[src/rtl/bcd_pkg.sv]
// Shared types and elaboration-time helpers for the binary-to-BCD converter.
//   state_e   : controller states (IDLE / SHIFT / DONE)
//   pow10     : constant 10^n, used to build the per-lane overflow threshold
//   cnt_width : width of the shared shift counter, clog2(bin_w + 1)
package bcd_pkg;

    typedef enum logic [1:0] {
        IDLE  = 2'd0,
        SHIFT = 2'd1,
        DONE  = 2'd2
    } state_e;

    // Valid up to n = 19; beyond that the 64-bit result wraps.
    function automatic longint unsigned pow10(input int unsigned n);
        longint unsigned r;
        r = 64'd1;
        for (int unsigned i = 0; i < n; i++) begin
            r = r * 64'd10;
        end
        return r;
    endfunction

    function automatic int unsigned cnt_width(input int unsigned bin_w);
        return $clog2(bin_w + 1);
    endfunction

endpackage

[src/rtl/bcd_dd_lane.sv]
// One double-dabble channel: binary shift register, DIGITS add-3 correctors,
// BCD accumulator, overflow flag and the registered result for this channel.
//   clk, rst : clock, asynchronous active-high reset
//   load     : capture bin_in, clear accumulator, latch overflow
//   shift    : perform one add-3 + shift-left step
//   finish   : qualifies the final shift; result registers load on it
//   bin_in   : binary value for this channel
//   bcd_out  : registered BCD result, LS digit in low nibble
//   ovf_out  : registered overflow flag (bin_in > 10^DIGITS - 1)
module bcd_dd_lane
    import bcd_pkg::*;
#(
    parameter int BIN_W    = 6,
    parameter int DIGITS   = 2,
    parameter bit SATURATE = 1'b1
) (
    input  logic                  clk,
    input  logic                  rst,
    input  logic                  load,
    input  logic                  shift,
    input  logic                  finish,
    input  logic [BIN_W-1:0]      bin_in,
    output logic [DIGITS*4-1:0]   bcd_out,
    output logic                  ovf_out
);

    localparam int DW    = DIGITS * 4;
    localparam int CMP_W = (BIN_W > 64) ? BIN_W : 64;
    // With 20+ digits no value of up to 64 bits can overflow.
    localparam bit                OVF_POSSIBLE = (DIGITS <= 19);
    localparam logic [CMP_W-1:0]  MAX_VAL      = CMP_W'(pow10(DIGITS) - 64'd1);

    logic [BIN_W-1:0] bin_q, bin_d;
    logic [DW-1:0]    acc_q, acc_d;
    logic [DW-1:0]    adj;
    logic [DW-1:0]    acc_shift;
    logic             ovf_q, ovf_d;
    logic [DW-1:0]    bcd_q, bcd_d;
    logic             out_ovf_q, out_ovf_d;

    always_comb begin
        adj = acc_q;
        for (int unsigned d = 0; d < DIGITS; d++) begin
            if (acc_q[d*4 +: 4] >= 4'd5) begin
                adj[d*4 +: 4] = acc_q[d*4 +: 4] + 4'd3;
            end
        end
        // Top accumulator bit falls off: SATURATE=0 gives value mod 10^DIGITS.
        acc_shift = DW'({adj, bin_q[BIN_W-1]});

        bin_d     = bin_q;
        acc_d     = acc_q;
        ovf_d     = ovf_q;
        bcd_d     = bcd_q;
        out_ovf_d = out_ovf_q;

        if (load) begin
            bin_d = bin_in;
            acc_d = '0;
            ovf_d = OVF_POSSIBLE && (CMP_W'(bin_in) > MAX_VAL);
        end else if (shift) begin
            bin_d = bin_q << 1;
            acc_d = acc_shift;
            // Result registers take the post-shift value on the same edge
            // the controller enters DONE.
            if (finish) begin
                bcd_d     = (SATURATE && ovf_q) ? {DIGITS{4'h9}} : acc_shift;
                out_ovf_d = ovf_q;
            end
        end
    end

    always_ff @(posedge clk or posedge rst) begin
        if (rst) begin
            bin_q     <= '0;
            acc_q     <= '0;
            ovf_q     <= 1'b0;
            bcd_q     <= '0;
            out_ovf_q <= 1'b0;
        end else begin
            bin_q     <= bin_d;
            acc_q     <= acc_d;
            ovf_q     <= ovf_d;
            bcd_q     <= bcd_d;
            out_ovf_q <= out_ovf_d;
        end
    end

    assign bcd_out = bcd_q;
    assign ovf_out = out_ovf_q;

endmodule

[src/rtl/bcd_dd_converter.sv]
// Multi-channel sequential binary-to-BCD converter (double dabble).
// NCH lanes share one controller and bit counter and finish together.
//   clk, rst  : clock, asynchronous active-high reset
//   in_bin    : NCH packed binary inputs, channel i at [i*BIN_W +: BIN_W]
//   in_valid  : input word valid
//   in_ready  : converter accepts a word this cycle
//   out_bcd   : NCH packed BCD results, channel i at [i*DIGITS*4 +: DIGITS*4]
//   out_ovf   : per-channel overflow flags
//   out_valid : out_bcd / out_ovf valid
//   out_ready : consumer accepts the result
module bcd_dd_converter
    import bcd_pkg::*;
#(
    parameter int BIN_W    = 6,
    parameter int DIGITS   = 2,
    parameter int NCH      = 3,
    parameter bit SATURATE = 1'b1
) (
    input  logic                      clk,
    input  logic                      rst,
    input  logic [NCH*BIN_W-1:0]      in_bin,
    input  logic                      in_valid,
    output logic                      in_ready,
    output logic [NCH*DIGITS*4-1:0]   out_bcd,
    output logic [NCH-1:0]            out_ovf,
    output logic                      out_valid,
    input  logic                      out_ready
);

    if (BIN_W < 1 || DIGITS < 1 || NCH < 1) begin : g_bad_param
        $error("bcd_dd_converter: BIN_W, DIGITS and NCH must all be >= 1");
    end

    localparam int             CW       = cnt_width(BIN_W);
    localparam logic [CW-1:0]  CNT_LOAD = CW'(BIN_W);

    state_e         state_q, state_d;
    logic [CW-1:0]  cnt_q, cnt_d;
    logic           out_valid_q, out_valid_d;
    logic           ready_c;
    logic           accept;
    logic           shift_en;
    logic           finish;

    always_comb begin
        ready_c  = (state_q == IDLE) || ((state_q == DONE) && out_ready);
        accept   = in_valid && ready_c;
        shift_en = (state_q == SHIFT);
        finish   = shift_en && (cnt_q == CW'(1));

        state_d = state_q;
        cnt_d   = cnt_q;
        case (state_q)
            IDLE: begin
                if (accept) begin
                    state_d = SHIFT;
                    cnt_d   = CNT_LOAD;
                end
            end
            SHIFT: begin
                cnt_d = cnt_q - CW'(1);
                if (finish) begin
                    state_d = DONE;
                end
            end
            DONE: begin
                if (out_ready) begin
                    if (in_valid) begin
                        state_d = SHIFT;
                        cnt_d   = CNT_LOAD;
                    end else begin
                        state_d = IDLE;
                    end
                end
            end
            default: state_d = IDLE;
        endcase
        out_valid_d = (state_d == DONE);
    end

    always_ff @(posedge clk or posedge rst) begin
        if (rst) begin
            state_q     <= IDLE;
            cnt_q       <= '0;
            out_valid_q <= 1'b0;
        end else begin
            state_q     <= state_d;
            cnt_q       <= cnt_d;
            out_valid_q <= out_valid_d;
        end
    end

    assign in_ready  = ready_c;
    assign out_valid = out_valid_q;

    for (genvar i = 0; i < NCH; i++) begin : g_lane
        bcd_dd_lane #(
            .BIN_W    (BIN_W),
            .DIGITS   (DIGITS),
            .SATURATE (SATURATE)
        ) u_lane (
            .clk     (clk),
            .rst     (rst),
            .load    (accept),
            .shift   (shift_en),
            .finish  (finish),
            .bin_in  (in_bin[i*BIN_W +: BIN_W]),
            .bcd_out (out_bcd[i*DIGITS*4 +: DIGITS*4]),
            .ovf_out (out_ovf[i])
        );
    end

endmodule

[config.mk]
export PLATFORM = sky130hd
export DESIGN_NAME = bcd_dd_converter
export DESIGN_NICKNAME = d
export VERILOG_FILES = /design/src/rtl/bcd_pkg.sv /design/src/rtl/bcd_dd_lane.sv /design/src/rtl/bcd_dd_converter.sv
export SDC_FILE = /design/constraint.sdc
export NUM_CORES = 1
export LEC_CHECK = 0
export CORE_MARGIN = 1
export CORE_UTILIZATION = 45
export DETAILED_ROUTE_END_ITERATION = 8
export PLACE_DENSITY = 0.7
export SLEW_MARGIN = 20
export SYNTH_ARGS = -nofsm -noshare
export SYNTH_HDL_FRONTEND = slang
export SYNTH_SLANG_ARGS = --single-unit
[constraint.sdc]
create_clock -name clk -period 3.9 [get_ports clk]
set_input_delay 0.585 -clock clk [delete_from_list [all_inputs] [get_ports clk]]
set_output_delay 0.585 -clock clk [all_outputs]
set_load 0.01 [all_outputs]
* Word level (Yosys, flattened, before mapping) *
Index checks and enable logic that the tools add are counted.

word-level totals
  bits in registers = 72
  input bits = 22
  output and inout bits = 29
  word-level logic and storage cells = 69

cells by class
  $add $sub $neg = 7
  $lt $le $gt $ge = 6
  equal/unequal tests = 7
  muxes and demuxes = 27
  bitwise gates (word level) = 1
  reductions and logical operators = 9

operator list
  kind                   count
  $mux W8                6
  $mux W6                6
  $ge A4 B3 Y1 const B   6
  $mux W3                6
  $add A4 B2 Y4 const B  3
  $mux W4                3
  $add A3 B2 Y3 const B  3
  $pmux W3 S3            1
  $mux W2                3
  $ne A2 B2 Y1 const B   3
  $pmux W2 S3            1
  $eq A2 B2 Y1 const B   2
  $reduce_and A4 Y1      1
  $eq A3 B1 Y1 const B   1
  $logic_and A1 B1 Y1    3
  $reduce_and A3 Y1      1
  $reduce_bool A3 Y1     1
  $sub A3 B1 Y3 const B  1
  $eq A2 B1 Y1 const B   1
  $logic_not A2 Y1       1
  $reduce_bool A2 Y1     1
  $logic_or A1 B1 Y1     1
  $mux W1                1
  $not A1 Y1             1

* Depth between registers and ports, before layout *
  depth after elaboration = 7
  mapped depth = 7
  mapped depth without buffers = 6

* By module *
From an unflattened synthesis, not the netlist that was laid out.

second synthesis, totals
  cells, all modules = 370
  area total of the unflattened synthesis = 3741.1 sq um

modules (own cells, without submodules)
  module            times used  cells each  area an instance (sq um)  sequential area each (sq um)
  bcd_dd_lane       3           112         1127.3                    550.5
  bcd_dd_converter  1           34          359.1                     150.1

* Worst setup path after synthesis *
OpenSTA, ideal clock, no wires.

  kind = in2out
  from = input port out_ready
  to = output port in_ready
  data arrival time = 1.016 ns
  slack = 2.299 ns
  stages on the path = 2
  buffers on the path = 0
  path through = nand2b_1 -> nor2b_1

between the ends
  cells in the longest elaborated chain, start to end = 2

RTL lines
  element              RTL line                source
  start, declared      bcd_dd_converter.sv:27  input logic out_ready
  $logic_and A1 B1 Y1  bcd_dd_converter.sv:46  ready_c = (state_q == IDLE) || ((state_q == DONE) && out_ready);
  $logic_or A1 B1 Y1   bcd_dd_converter.sv:46
  end, declared        bcd_dd_converter.sv:23  output logic in_ready,

Every way passes these cells.

* Worst setup path after layout *
Ends and elaborated chain as after synthesis.

==> key figures <==
Setup path
  – Crit path capture type: output port
  – Critical Path Most Common Cell: clkdlybuf4s50_1
  – WP buf/inv: 2
  – Cell family with most CP delay: buffers and inverters
  – Cells on worst reg2reg path: 4
  – Worst Path Arrival: 1.97 ns
  – Crit-path cells: clkdlybuf4s50_1 -> nand2b_1 -> nor2b_1 -> clkdlybuf4s50_1
  – CP max stage delay: 0.54 ns
  – Startpoint Class: input port
  – Stages on the worst setup path: 4
  – Largest fanout on the critical path: 6
  – Crit path kind: in -> out
  – Critical path's slowest cell: clkdlybuf4s50_1
  – Req. time, crit path: 3.31 ns

Die
  – Die X: 88.97 um
  – Row count: 31
  – Die H: 88.97 um
  – Die area: 0.007915 sq mm
  – Starting Density: 46.67%
  – Core Area: 0.007292 sq mm
  – IO Pins: 51

Routing
  – Antenna-violating nets left: 0
  – Routed WL: 6260 um
  – Routed vias/inst: 5.122
  – Remaining DRCs: 0
  – Via Count: 2438
  – First-pass iteration count of the detailed router: 4
  – Routed length per placed instance: 13.15 um
  – 1st-iter DRT viols: 108

Finish
  – Antenna diodes: 0
  – Final std cells w/o fill: 476
  – Layout net count: 411
  – Finished Core Util: 56.06%
  – Final instance area: 0.004088 sq mm
  – Commonest non-fill, non-tap cell in the layout: dfrtp_1
  – Area growth syn-to-layout: 20.11%
  – Layout fillers: 677
  – Share of cells above drive strength 1: 7.427%
  – Most frequent cells in the layout: dfrtp_1, nand2_1, clkdlybuf4s50_1

Yosys
  – Synth Area in XOR/XNOR: 1.544%
  – Post-synthesis adder-cell area fraction: 5.147%
  – Synth area leaders: dfrtp_1, nand2_1, o21ai_0
  – Post-Syn Area: 0.003403 sq mm
  – Syn. warnings: 0
  – Syn_area_per_cell: 10.28 sq um
  – Post-synthesis register bit count: 72
  – Synth unique cells: 29
  – Syn Inst Count: 331
  – Post-synth top area share: 52.94%
  – Post-synthesis compound-gate area fraction: 14.30%
  – Post-Synth Simple-Gate Area: 14.78%
  – Mux cell area share after synthesis: 6.250%
  – Combinational family with the most area after synthesis: simple AND/OR/NAND/NOR gates
  – Sequential fraction of the synthesis area: 52.94%
  – Most area-hungry cell type in the Yosys netlist: dfrtp_1

GRT
  – Vias in the first global route: 2321
  – Global Route Usage Sum: 17.88%
  – Total gr overflow: 0
  – First-pass GRT wire length: 10790 um
  – Largest net degree at the start of global routing: 73
  – Initial antenna violation count: 0

Power
  – Clk pwr share: 16.2%
  – Peak VDD IR: 0.0003862 V
  – Lkg Pwr: 1.915 nW
  – Int Pwr: 2.136 mW
  – Comb power frac: 45.7%
  – Net switching power: 1.295 mW
  – Switching part of the total: 37.74%
  – Pwr dens: 839.3 mW/mm^2
  – Flop pwr share: 38.1%

Place
  – Placed insts: 463
  – Post-DP HPWL: 4057 um
  – Count of input and output buffers: 47
  – Gpl congestion: 0.7681
  – Post-DP Area: 0.003913 sq mm

Job
  – Max-cap viol count: 0

Worst hold path
  – Hold Path Cell Cnt: 2
  – Hold crit path type: reg -> reg

Timing
  – Max transition margin: 36.20%
  – Final Setup Violations: 0
  – RSZ-0062 raised after global routing: false
  – Fin Hold WS: 0.4756 ns
  – Final Hold Viols: 0
  – Post-route setup TNS: 0 ns
  – Fin crit share: 65.53%
  – Slew Limit Fails: 0
  – Tightest Pin Transition: 0.9549 ns
  – Fin crit period: 2.556 ns
  – Max Clk Rate: 391.3 MHz
  – Layout Skew: 0.004131 ns

CTS
  – TritonCTS clock tree: yes
  – Setup Buffers After CTS: 0
  – Clock sink count: 72
  – CTS resizes: 0
  – Worst skew pair latency: 0.34 ns
  – Hold-fix buffers, CTS: 0
  – Htree depth: 3
  – Clock buffer depth: 2
  – Clock-pin slew of the registers on the worst-case setup and hold paths: 0.07 ns
  – Num CTS Buffers: 9
  – Root buf cell: clkbuf_8

Run status
  – Outcome: finished clean
-- cell usage after synthesis --
library cell / instances
a21oi_1: 19
a21oi_4: 1
a22o_1: 8
a22oi_1: 13
and2_1: 1
and2b_1: 1
and3_1: 1
buf_2: 5
buf_4: 7
buf_6: 1
clkbuf_1: 5
conb_1: 1
dfrtp_1: 72
ha_1: 14
inv_1: 16
mux2_2: 2
mux2_4: 10
mux2i_1: 4
nand2_1: 66
nand2b_1: 9
nand2b_4: 1
nand3_1: 11
nor2b_1: 2
nor3_1: 6
nor3b_1: 9
o21ai_0: 36
o22ai_1: 2
o31ai_1: 2
xnor2_1: 6
-- cells by family (layout without fill, tap and decap cells) --
| family | count (synthesis) | in the layout |
|---|---|---|
| muxes | 16 | 16 |
| other | 1 | 3 |
| adders and majority gates | 14 | 14 |
| DFF | 72 | 72 |
| AOI/OAI and AO/OA | 81 | 81 |
| xor gates and xnor gates | 6 | 6 |
| buffers and inverters | 34 | 78 |
| and+or+nand+nor | 107 | 107 |
-- power groups by stage --
stage	sequential, mW	clock (mW)	combinational [mW]
5_1_grt	1.35	0.599	1.77
6_report	1.31	0.555	1.57
3_5_place_dp	1.32	0	1.59
4_1_cts	1.31	0.569	1.60
3_3_place_gp	1.31	0	1.53
2_1_floorplan	1.33	0	1.09
-- worst reg2reg max path: cells and delay by family, from the launching register on --
kind	cells	cell delay, ns
AOI/OAI and AO/OA	2	1.07
DFF	1	0.44
and+or+nand+nor	2	0.52
-- flip-flops by register name (all words and copies together) (netlist names) --
| signal | cells |
|---|---|
| g_lane.u_lane.acc_q | 24 |
| g_lane.u_lane.bcd_out | 24 |
| g_lane.u_lane.bin_q | 18 |
| cnt_q | 3 |
| state_q | 2 |
| out_valid | 1 |
-- per-layer routing --
metal	GRT usage, %	part of all wire [%]	up-vias
met5	0	0	-
li1	-	-	1210
met1	24.27	48	1164
met2	28.18	46	54
met4	7.359	1.6	0
met3	3.693	4.2	10
-- layout make-up --
class / count / area [sq um] / area share, %
Inverter: 16 / 60.06 / 1.469
Clock buffer: 12 / 145.1 / 3.551
Multi-Input combinational cell: 227 / 1441 / 35.26
Clock inverter: 1 / 30.03 / 0.7346
Timing Repair Buffer: 49 / 485.5 / 11.88
Sequential cell: 72 / 1802 / 44.08
Tap cell: 99 / 123.9 / 3.030
-- final timing paths --
check	start	to	slack (ns)
worst max-delay path	out_ready	in_ready	1.34
worst min-delay path	g_lane[1].u_lane.bcd_out[7]	g_lane[1].u_lane.bcd_out[7]	0.48
worst max register to register	state_q[0]	g_lane[1].u_lane.acc_q[7]	1.81
worst min register to register	g_lane[1].u_lane.bcd_out[7]	g_lane[1].u_lane.bcd_out[7]	0.48
max in group asynchronous	rst	g_lane[0].u_lane.acc_q[3]	2.49
min in group asynchronous	rst	g_lane[2].u_lane.bin_q[3]	0.84
-- through the flow --
stage	setup slack, ns	power, mW
CTS	1.339	3.474
detailed placement	1.339	2.907
global placement	1.370	2.839
finish	1.345	3.431
global route	1.273	3.725
floorplan	1.490	2.416
No activity file was read; power rests on OpenSTA's default activity.
